==> config.mk <==
export PLATFORM = sky130hd
export DESIGN_NAME = sha256_chain_core
export DESIGN_NICKNAME = d
export VERILOG_FILES = /design/src/rtl/sha256_pkg.sv /design/src/rtl/sha256_round.sv /design/src/rtl/sha256_chain_core.sv
export SDC_FILE = /design/constraint.sdc
export NUM_CORES = 2
export LEC_CHECK = 0
export CAP_MARGIN = 25
export CORE_ASPECT_RATIO = 0.7
export CORE_MARGIN = 10
export CORE_UTILIZATION = 50
export DETAILED_ROUTE_END_ITERATION = 16
export GPL_TIMING_DRIVEN = 0
export PLACE_DENSITY = 0.84
export SETUP_SLACK_MARGIN = 0.15
export SLEW_MARGIN = 20
export SYNTH_ARGS = -nofsm -noshare
export SYNTH_HDL_FRONTEND = slang
export SYNTH_HIERARCHICAL = 1
export SYNTH_SLANG_ARGS = --single-unit
==> constraint.sdc <==
create_clock -name clk -period 36.4 [get_ports clk]
set_input_delay 3.64 -clock clk [delete_from_list [all_inputs] [get_ports clk]]
set_output_delay 3.64 -clock clk [all_outputs]
set_load 0.05 [all_outputs]
==> src/rtl/sha256_pkg.sv <==
// sha256_pkg: SHA-256 word and state types, round constants, IV and the
// bitwise helper functions shared by the round logic and the core.
package sha256_pkg;

    typedef logic [31:0] word_t;

    typedef enum logic [2:0] {
        S_IDLE   = 3'd0,
        S_ROUND  = 3'd1,
        S_FINAL  = 3'd2,
        S_ROUND2 = 3'd3,
        S_FINAL2 = 3'd4
    } state_t;

    // Working variables; a sits in the top word so a 256-bit hash maps directly.
    typedef struct packed {
        word_t a, b, c, d, e, f, g, h;
    } vars_t;

    localparam logic [255:0] IV =
        256'h6a09e667_bb67ae85_3c6ef372_a54ff53a_510e527f_9b05688c_1f83d9ab_5be0cd19;

    localparam word_t K [64] = '{
        32'h428a2f98, 32'h71374491, 32'hb5c0fbcf, 32'he9b5dba5, 32'h3956c25b, 32'h59f111f1, 32'h923f82a4, 32'hab1c5ed5,
        32'hd807aa98, 32'h12835b01, 32'h243185be, 32'h550c7dc3, 32'h72be5d74, 32'h80deb1fe, 32'h9bdc06a7, 32'hc19bf174,
        32'he49b69c1, 32'hefbe4786, 32'h0fc19dc6, 32'h240ca1cc, 32'h2de92c6f, 32'h4a7484aa, 32'h5cb0a9dc, 32'h76f988da,
        32'h983e5152, 32'ha831c66d, 32'hb00327c8, 32'hbf597fc7, 32'hc6e00bf3, 32'hd5a79147, 32'h06ca6351, 32'h14292967,
        32'h27b70a85, 32'h2e1b2138, 32'h4d2c6dfc, 32'h53380d13, 32'h650a7354, 32'h766a0abb, 32'h81c2c92e, 32'h92722c85,
        32'ha2bfe8a1, 32'ha81a664b, 32'hc24b8b70, 32'hc76c51a3, 32'hd192e819, 32'hd6990624, 32'hf40e3585, 32'h106aa070,
        32'h19a4c116, 32'h1e376c08, 32'h2748774c, 32'h34b0bcb5, 32'h391c0cb3, 32'h4ed8aa4a, 32'h5b9cca4f, 32'h682e6ff3,
        32'h748f82ee, 32'h78a5636f, 32'h84c87814, 32'h8cc70208, 32'h90befffa, 32'ha4506ceb, 32'hbef9a3f7, 32'hc67178f2
    };

    function automatic word_t rotr(input word_t x, input int unsigned n);
        return (x >> n) | (x << (32 - n));
    endfunction

    function automatic word_t ch(input word_t e, input word_t f, input word_t g);
        return (e & f) ^ (~e & g);
    endfunction

    function automatic word_t maj(input word_t a, input word_t b, input word_t c);
        return (a & b) ^ (a & c) ^ (b & c);
    endfunction

    function automatic word_t big_sigma0(input word_t x);
        return rotr(x, 2) ^ rotr(x, 13) ^ rotr(x, 22);
    endfunction

    function automatic word_t big_sigma1(input word_t x);
        return rotr(x, 6) ^ rotr(x, 11) ^ rotr(x, 25);
    endfunction

    function automatic word_t small_sigma0(input word_t x);
        return rotr(x, 7) ^ rotr(x, 18) ^ (x >> 3);
    endfunction

    function automatic word_t small_sigma1(input word_t x);
        return rotr(x, 17) ^ rotr(x, 19) ^ (x >> 10);
    endfunction

    // Wordwise 32-bit addition of two hashes, carries discarded per word.
    function automatic logic [255:0] hash_add(input logic [255:0] x, input logic [255:0] y);
        logic [255:0] r;
        for (int i = 0; i < 8; i++) r[i*32 +: 32] = x[i*32 +: 32] + y[i*32 +: 32];
        return r;
    endfunction

endpackage

==> src/rtl/sha256_round.sv <==
// sha256_round: one purely combinational SHA-256 compression round.
module sha256_round
    import sha256_pkg::*;
(
    input  vars_t vars_in,
    input  word_t k,
    input  word_t w,
    output vars_t vars_out
);

    word_t t1;
    word_t t2;

    always_comb begin
        t1 = vars_in.h + big_sigma1(vars_in.e) + ch(vars_in.e, vars_in.f, vars_in.g) + k + w;
        t2 = big_sigma0(vars_in.a) + maj(vars_in.a, vars_in.b, vars_in.c);
        vars_out = '{
            a: t1 + t2,
            b: vars_in.a,
            c: vars_in.b,
            d: vars_in.c,
            e: vars_in.d + t1,
            f: vars_in.e,
            g: vars_in.f,
            h: vars_in.g
        };
    end

endmodule

==> src/rtl/sha256_chain_core.sv <==
// sha256_chain_core: SHA-256 compression with IV or chained start and
// ROUNDS_PER_CYCLE rounds per clock. Define SHA256D_EN to enable SHA-256d (dbl).
module sha256_chain_core
    import sha256_pkg::*;
#(
    parameter int ROUNDS_PER_CYCLE = 1
) (
    input  logic         clk,
    input  logic         reset_n,
    input  logic         go,
    input  logic         first,
    input  logic         dbl,
    input  logic [511:0] sha_input,
    output logic         ready,
    output logic         done,
    output logic [255:0] sha_output
);

    localparam int         R        = ROUNDS_PER_CYCLE;
    localparam logic [6:0] R_STEP   = 7'(ROUNDS_PER_CYCLE);
    localparam logic [2:0] ST_IDLE  = S_IDLE;
    localparam logic [2:0] ST_ROUND = S_ROUND;
    localparam logic [2:0] ST_FINAL = S_FINAL;

    if (!(R == 1 || R == 2 || R == 4)) begin : g_bad_rounds
        $error("sha256_chain_core: ROUNDS_PER_CYCLE must be 1, 2 or 4");
    end

    logic [2:0]            state;
    logic [6:0]            cnt;
    logic [0:15][31:0]     w;
    logic [0:15][31:0]     w_next;
    logic [0:15+R][31:0]   ext;
    logic [255:0]          base;
    vars_t                 work;
    vars_t                 stage [0:R];
    logic [255:0]          digest;
    logic                  in_round;
    logic                  last_step;

`ifdef SHA256D_EN
    localparam logic [2:0] ST_ROUND2 = S_ROUND2;
    localparam logic [2:0] ST_FINAL2 = S_FINAL2;
    logic dbl_q;
    assign in_round = (state == ST_ROUND) || (state == ST_ROUND2);
`else
    logic unused_dbl;
    assign unused_dbl = dbl;
    assign in_round = (state == ST_ROUND);
`endif

    assign ready     = (state == ST_IDLE);
    assign last_step = (cnt + R_STEP) == 7'd64;
    assign digest    = hash_add(base, work);

    // Rounds t..t+R-1 are chained combinationally within one clock.
    assign stage[0] = work;
    for (genvar i = 0; i < R; i++) begin : g_round
        logic [5:0] k_idx;
        assign k_idx = cnt[5:0] + 6'(i);
        sha256_round u_round (
            .vars_in  (stage[i]),
            .k        (K[k_idx]),
            .w        (w[i]),
            .vars_out (stage[i+1])
        );
    end

    // Window w holds W[t..t+15]; extend by R words, then shift by R.
    always_comb begin
        // NOTE: every combinational output gets a default first so no path infers a latch.
        ext    = '0;
        w_next = '0;
        for (int i = 0; i < 16; i++) ext[i] = w[i];
        for (int j = 0; j < R; j++) begin
            ext[16+j] = small_sigma1(ext[14+j]) + ext[9+j] + small_sigma0(ext[1+j]) + ext[j];
        end
        for (int i = 0; i < 16; i++) w_next[i] = ext[i+R];
    end

    always_ff @(posedge clk or negedge reset_n) begin
        // NOTE: sequential state is written only with non-blocking assignments.
        if (!reset_n) begin
            state      <= ST_IDLE;
            cnt        <= '0;
            done       <= 1'b0;
            sha_output <= '0;
        end else begin
            done <= 1'b0;
            case (state)
                ST_IDLE: begin
                    if (go) begin
                        state <= ST_ROUND;
                        cnt   <= '0;
                    end
                end
                ST_ROUND: begin
                    cnt <= cnt + R_STEP;
                    if (last_step) state <= ST_FINAL;
                end
                ST_FINAL: begin
                    cnt <= '0;
`ifdef SHA256D_EN
                    if (dbl_q) begin
                        state <= ST_ROUND2;
                    end else begin
                        sha_output <= digest;
                        done       <= 1'b1;
                        state      <= ST_IDLE;
                    end
`else
                    sha_output <= digest;
                    done       <= 1'b1;
                    state      <= ST_IDLE;
`endif
                end
`ifdef SHA256D_EN
                ST_ROUND2: begin
                    cnt <= cnt + R_STEP;
                    if (last_step) state <= ST_FINAL2;
                end
                ST_FINAL2: begin
                    cnt        <= '0;
                    sha_output <= digest;
                    done       <= 1'b1;
                    state      <= ST_IDLE;
                end
`endif
                default: state <= ST_IDLE;
            endcase
        end
    end

    always_ff @(posedge clk) begin
        // NOTE: the datapath is deliberately unreset; each job loads it on the accepting edge.
        if (state == ST_IDLE) begin
            if (go) begin
                w    <= sha_input;
                base <= first ? IV : sha_output;
                work <= first ? IV : sha_output;
`ifdef SHA256D_EN
                dbl_q <= dbl;
`endif
            end
        end else if (in_round) begin
            w    <= w_next;
            work <= stage[R];
        end
`ifdef SHA256D_EN
        else if (state == ST_FINAL && dbl_q) begin
            // Second block: first digest, one padding bit, length 256 bits.
            w    <= {digest, 32'h8000_0000, 192'h0, 32'h0000_0100};
            base <= IV;
            work <= IV;
        end
`endif
    end

endmodule

==> impl_results.md <==
- Status: finished clean
- Cell area after synthesis: 0.08087 sq mm
- Most frequent cells in the layout: nand2_1 (1926), edfxtp_1 (1024), clkdlybuf4s50_1 (771)
- Post-cts repair resize count: 0
- Htree depth: 4
- CP top delay family: adder cells
- Sequential area share after synthesis: 0.4625
- IO Port Bufs: 772
- Final hold vios: 0
- Fin crit period: 12.92 ns
- Final nets: 10150
- Crit-path slowest cell: clkinv_1
- Crit Path Max Fanout: 13
- Tightest Hold Check Type: reg2reg
- Met2 GRT Util: 0.4884
- Asr flop ratio synth: 0.2062
- Met3 Usage GRT: 0.1347
- Most common cell after layout, fill and taps aside: nand2_1
- Final Instance Count excl. Fillers: 11330
- Worst Path Required: 36.98 ns
- Initial antenna violation count: 45
- Final WS setup: 23.48 ns
- Yosys warns: 6
- Worst-Margin Slew: 1.282 ns
- GPL Wtd Cong: 1.030
- Slew headroom: 0.1391
- Residual DRC count: 0
- Cts hold-fix bufs: 0
- Register clock-pin slew on the reported worst setup and hold paths: 0.07 ns
- WL final: 335000 um
- Routed Antenna Nets: 0
- Final setup TNS: 0 ns
- #FFs+latches synth: 1290
- Post-synth EDFFs: 1024
- Global-route wire length before repair: 466900 um
- Worst skew pair latency: 0.82 ns
- Clock Skews: 0.04690 ns
- Hold_ws: 0.4998 ns
- Mapped Avg Cell Area: 10.00 sq um
- Crit share post-route: 0.3548
- CP endpoint kind: register
- Clock Path Buffers: 3
- RSZ-0062 raised after global routing: no
- Avg Vias per Cell: 6.123
- Routed WL per cell: 29.56 um
- Post-place setup slack: 24.27 ns
- Clk root buf: clkbuf_16
- Max-slew violation count: 0
- Mapped Cells: 8087
- Worst setup path class: reg2reg
- Worst path buffer plus inverter count: 7
- Post-CTS Setup Bufs: 0
- Via Count: 69380
- Largest net degree at the start of global routing: 81
- Hpwl dp: 268500 um
- All-layer global routing usage: 0.3600
- CP Launch Type: register
- Final setup viols: 0
- CTS tree: yes
- Yosys top cell by area: edfxtp_1
- Fill count: 13260
- Syn-to-layout area delta: 19.95%
- CP arrival: 13.49 ns
- Die Y-Extent: 356.5 um
- Clk sinks: 1290
- Layout cell share with drive strength beyond 1: 0.1009
- IO Count: 775
- Core footprint: 0.1607 sq mm
- Max_cap viols: 0
- Placed insts: 11030
- Pre-antenna DRT Iters: 10
- Top cell type's share of synthesized area: 0.3802
- Area contributors post-synth: edfxtp_1 (38%), nand2_1 (8.9%), dfrtp_1 (8.2%)
- Num CTS Buffers: 135
- Netlist cell types: 99
- Initial Utilization: 0.5033
- Grt met1 use: 0.5141
- Post-synth net total: 9188
- Most Crowded Layer GR: met1
- Ys flop type: edfxtp_1
- Die width: 500.7 um
- Vias in the first global route: 65210
- DR iter-0 viols: 10560
- Row cnt: 123
- CP peak stage delay: 0.74 ns
- Die area: 0.1785 sq mm
- Fmax: 0.07742 GHz
- Grt ovf: 0
cell type report:
type	count	area (sq um)	area share
clock inverter	71	822.0	0.008474
multi-input combinational	5842	39180	0.4038
sequential	1290	37410	0.3856
timing repair buffer	826	8856	0.09129
buffer	529	2728	0.02812
inverter	426	1599	0.01648
tap	2125	2659	0.02741
antenna	43	107.6	0.001109
clock buffer	179	3656	0.03769
final timing paths:
kind,slack [ns],cells past startpoint,start,to
hold / removal,0.50,2,sha_output[112]$_DFFE_PN0P_,sha_output[112]$_DFFE_PN0P_
setup / recovery,23.48,36,cnt[1]$_DFFE_PN0P_,stage[511]$_DFFE_PP_
min in group asynchronous,2.79,1,reset_n,sha_output[80]$_DFFE_PN0P_
hold reg to reg,0.50,2,sha_output[112]$_DFFE_PN0P_,sha_output[112]$_DFFE_PN0P_
setup reg to reg,23.48,36,cnt[1]$_DFFE_PN0P_,stage[511]$_DFFE_PP_
max in group asynchronous,32.16,3,reset_n,sha_output[243]$_DFFE_PN0P_
metal layers:
layer  routed length [um]  up-vias
met1               134600    33960
met2               134000     4959
met3                51120      726
li1                     -    29720
met4                15140       14
met5                  168        -
kinds of logic after synthesis:
group | count (synthesis) | share of synthesized area
and+or+nand+nor | 2805 | 0.1491
AOI/OAI and AO/OA | 1565 | 0.1206
DFF | 1290 | 0.4625
buffers and inverters | 955 | 0.05327
adders and majority gates | 586 | 0.1087
xor gates and xnor gates | 582 | 0.06303
muxes | 304 | 0.04284
cells in the mapped netlist (all sizes together), types with 195 or more instances:
cell type	instances
xnor2	348
ha	389
buf	218
inv	424
clkbuf	311
mux2	267
a21o	203
edfxtp	1024
nand2	1926
xor2	234
dfrtp	266
a21oi	369
fa	195
nor2	236
o21ai	539
sequential cells by signal, summed over array words and instances (netlist names):
signal,count
base,256
sha_output,256
stage,256
cnt,7
done,1
state,2
ext,512
per-stage QoR:
stage,instance area [sq um],utilization
after floorplan,80880,-
after global placement,91260,0.5680
after detailed placement,92380,0.5750
after CTS,96860,0.6028
after global routing,96980,0.6036
final,97010,0.6038
worst min-delay path, delay by kind of cell, from the launching register on:
family,cells,cell delay [ns]
AO/OA/AOI/OAI,1,0.06
AND/OR/NAND/NOR,1,0.05
flip-flops,1,0.36
Power is left out: the tool's default activity adds up to more than one toggle a clock period on the data nets, which glitch-free logic cannot reach.
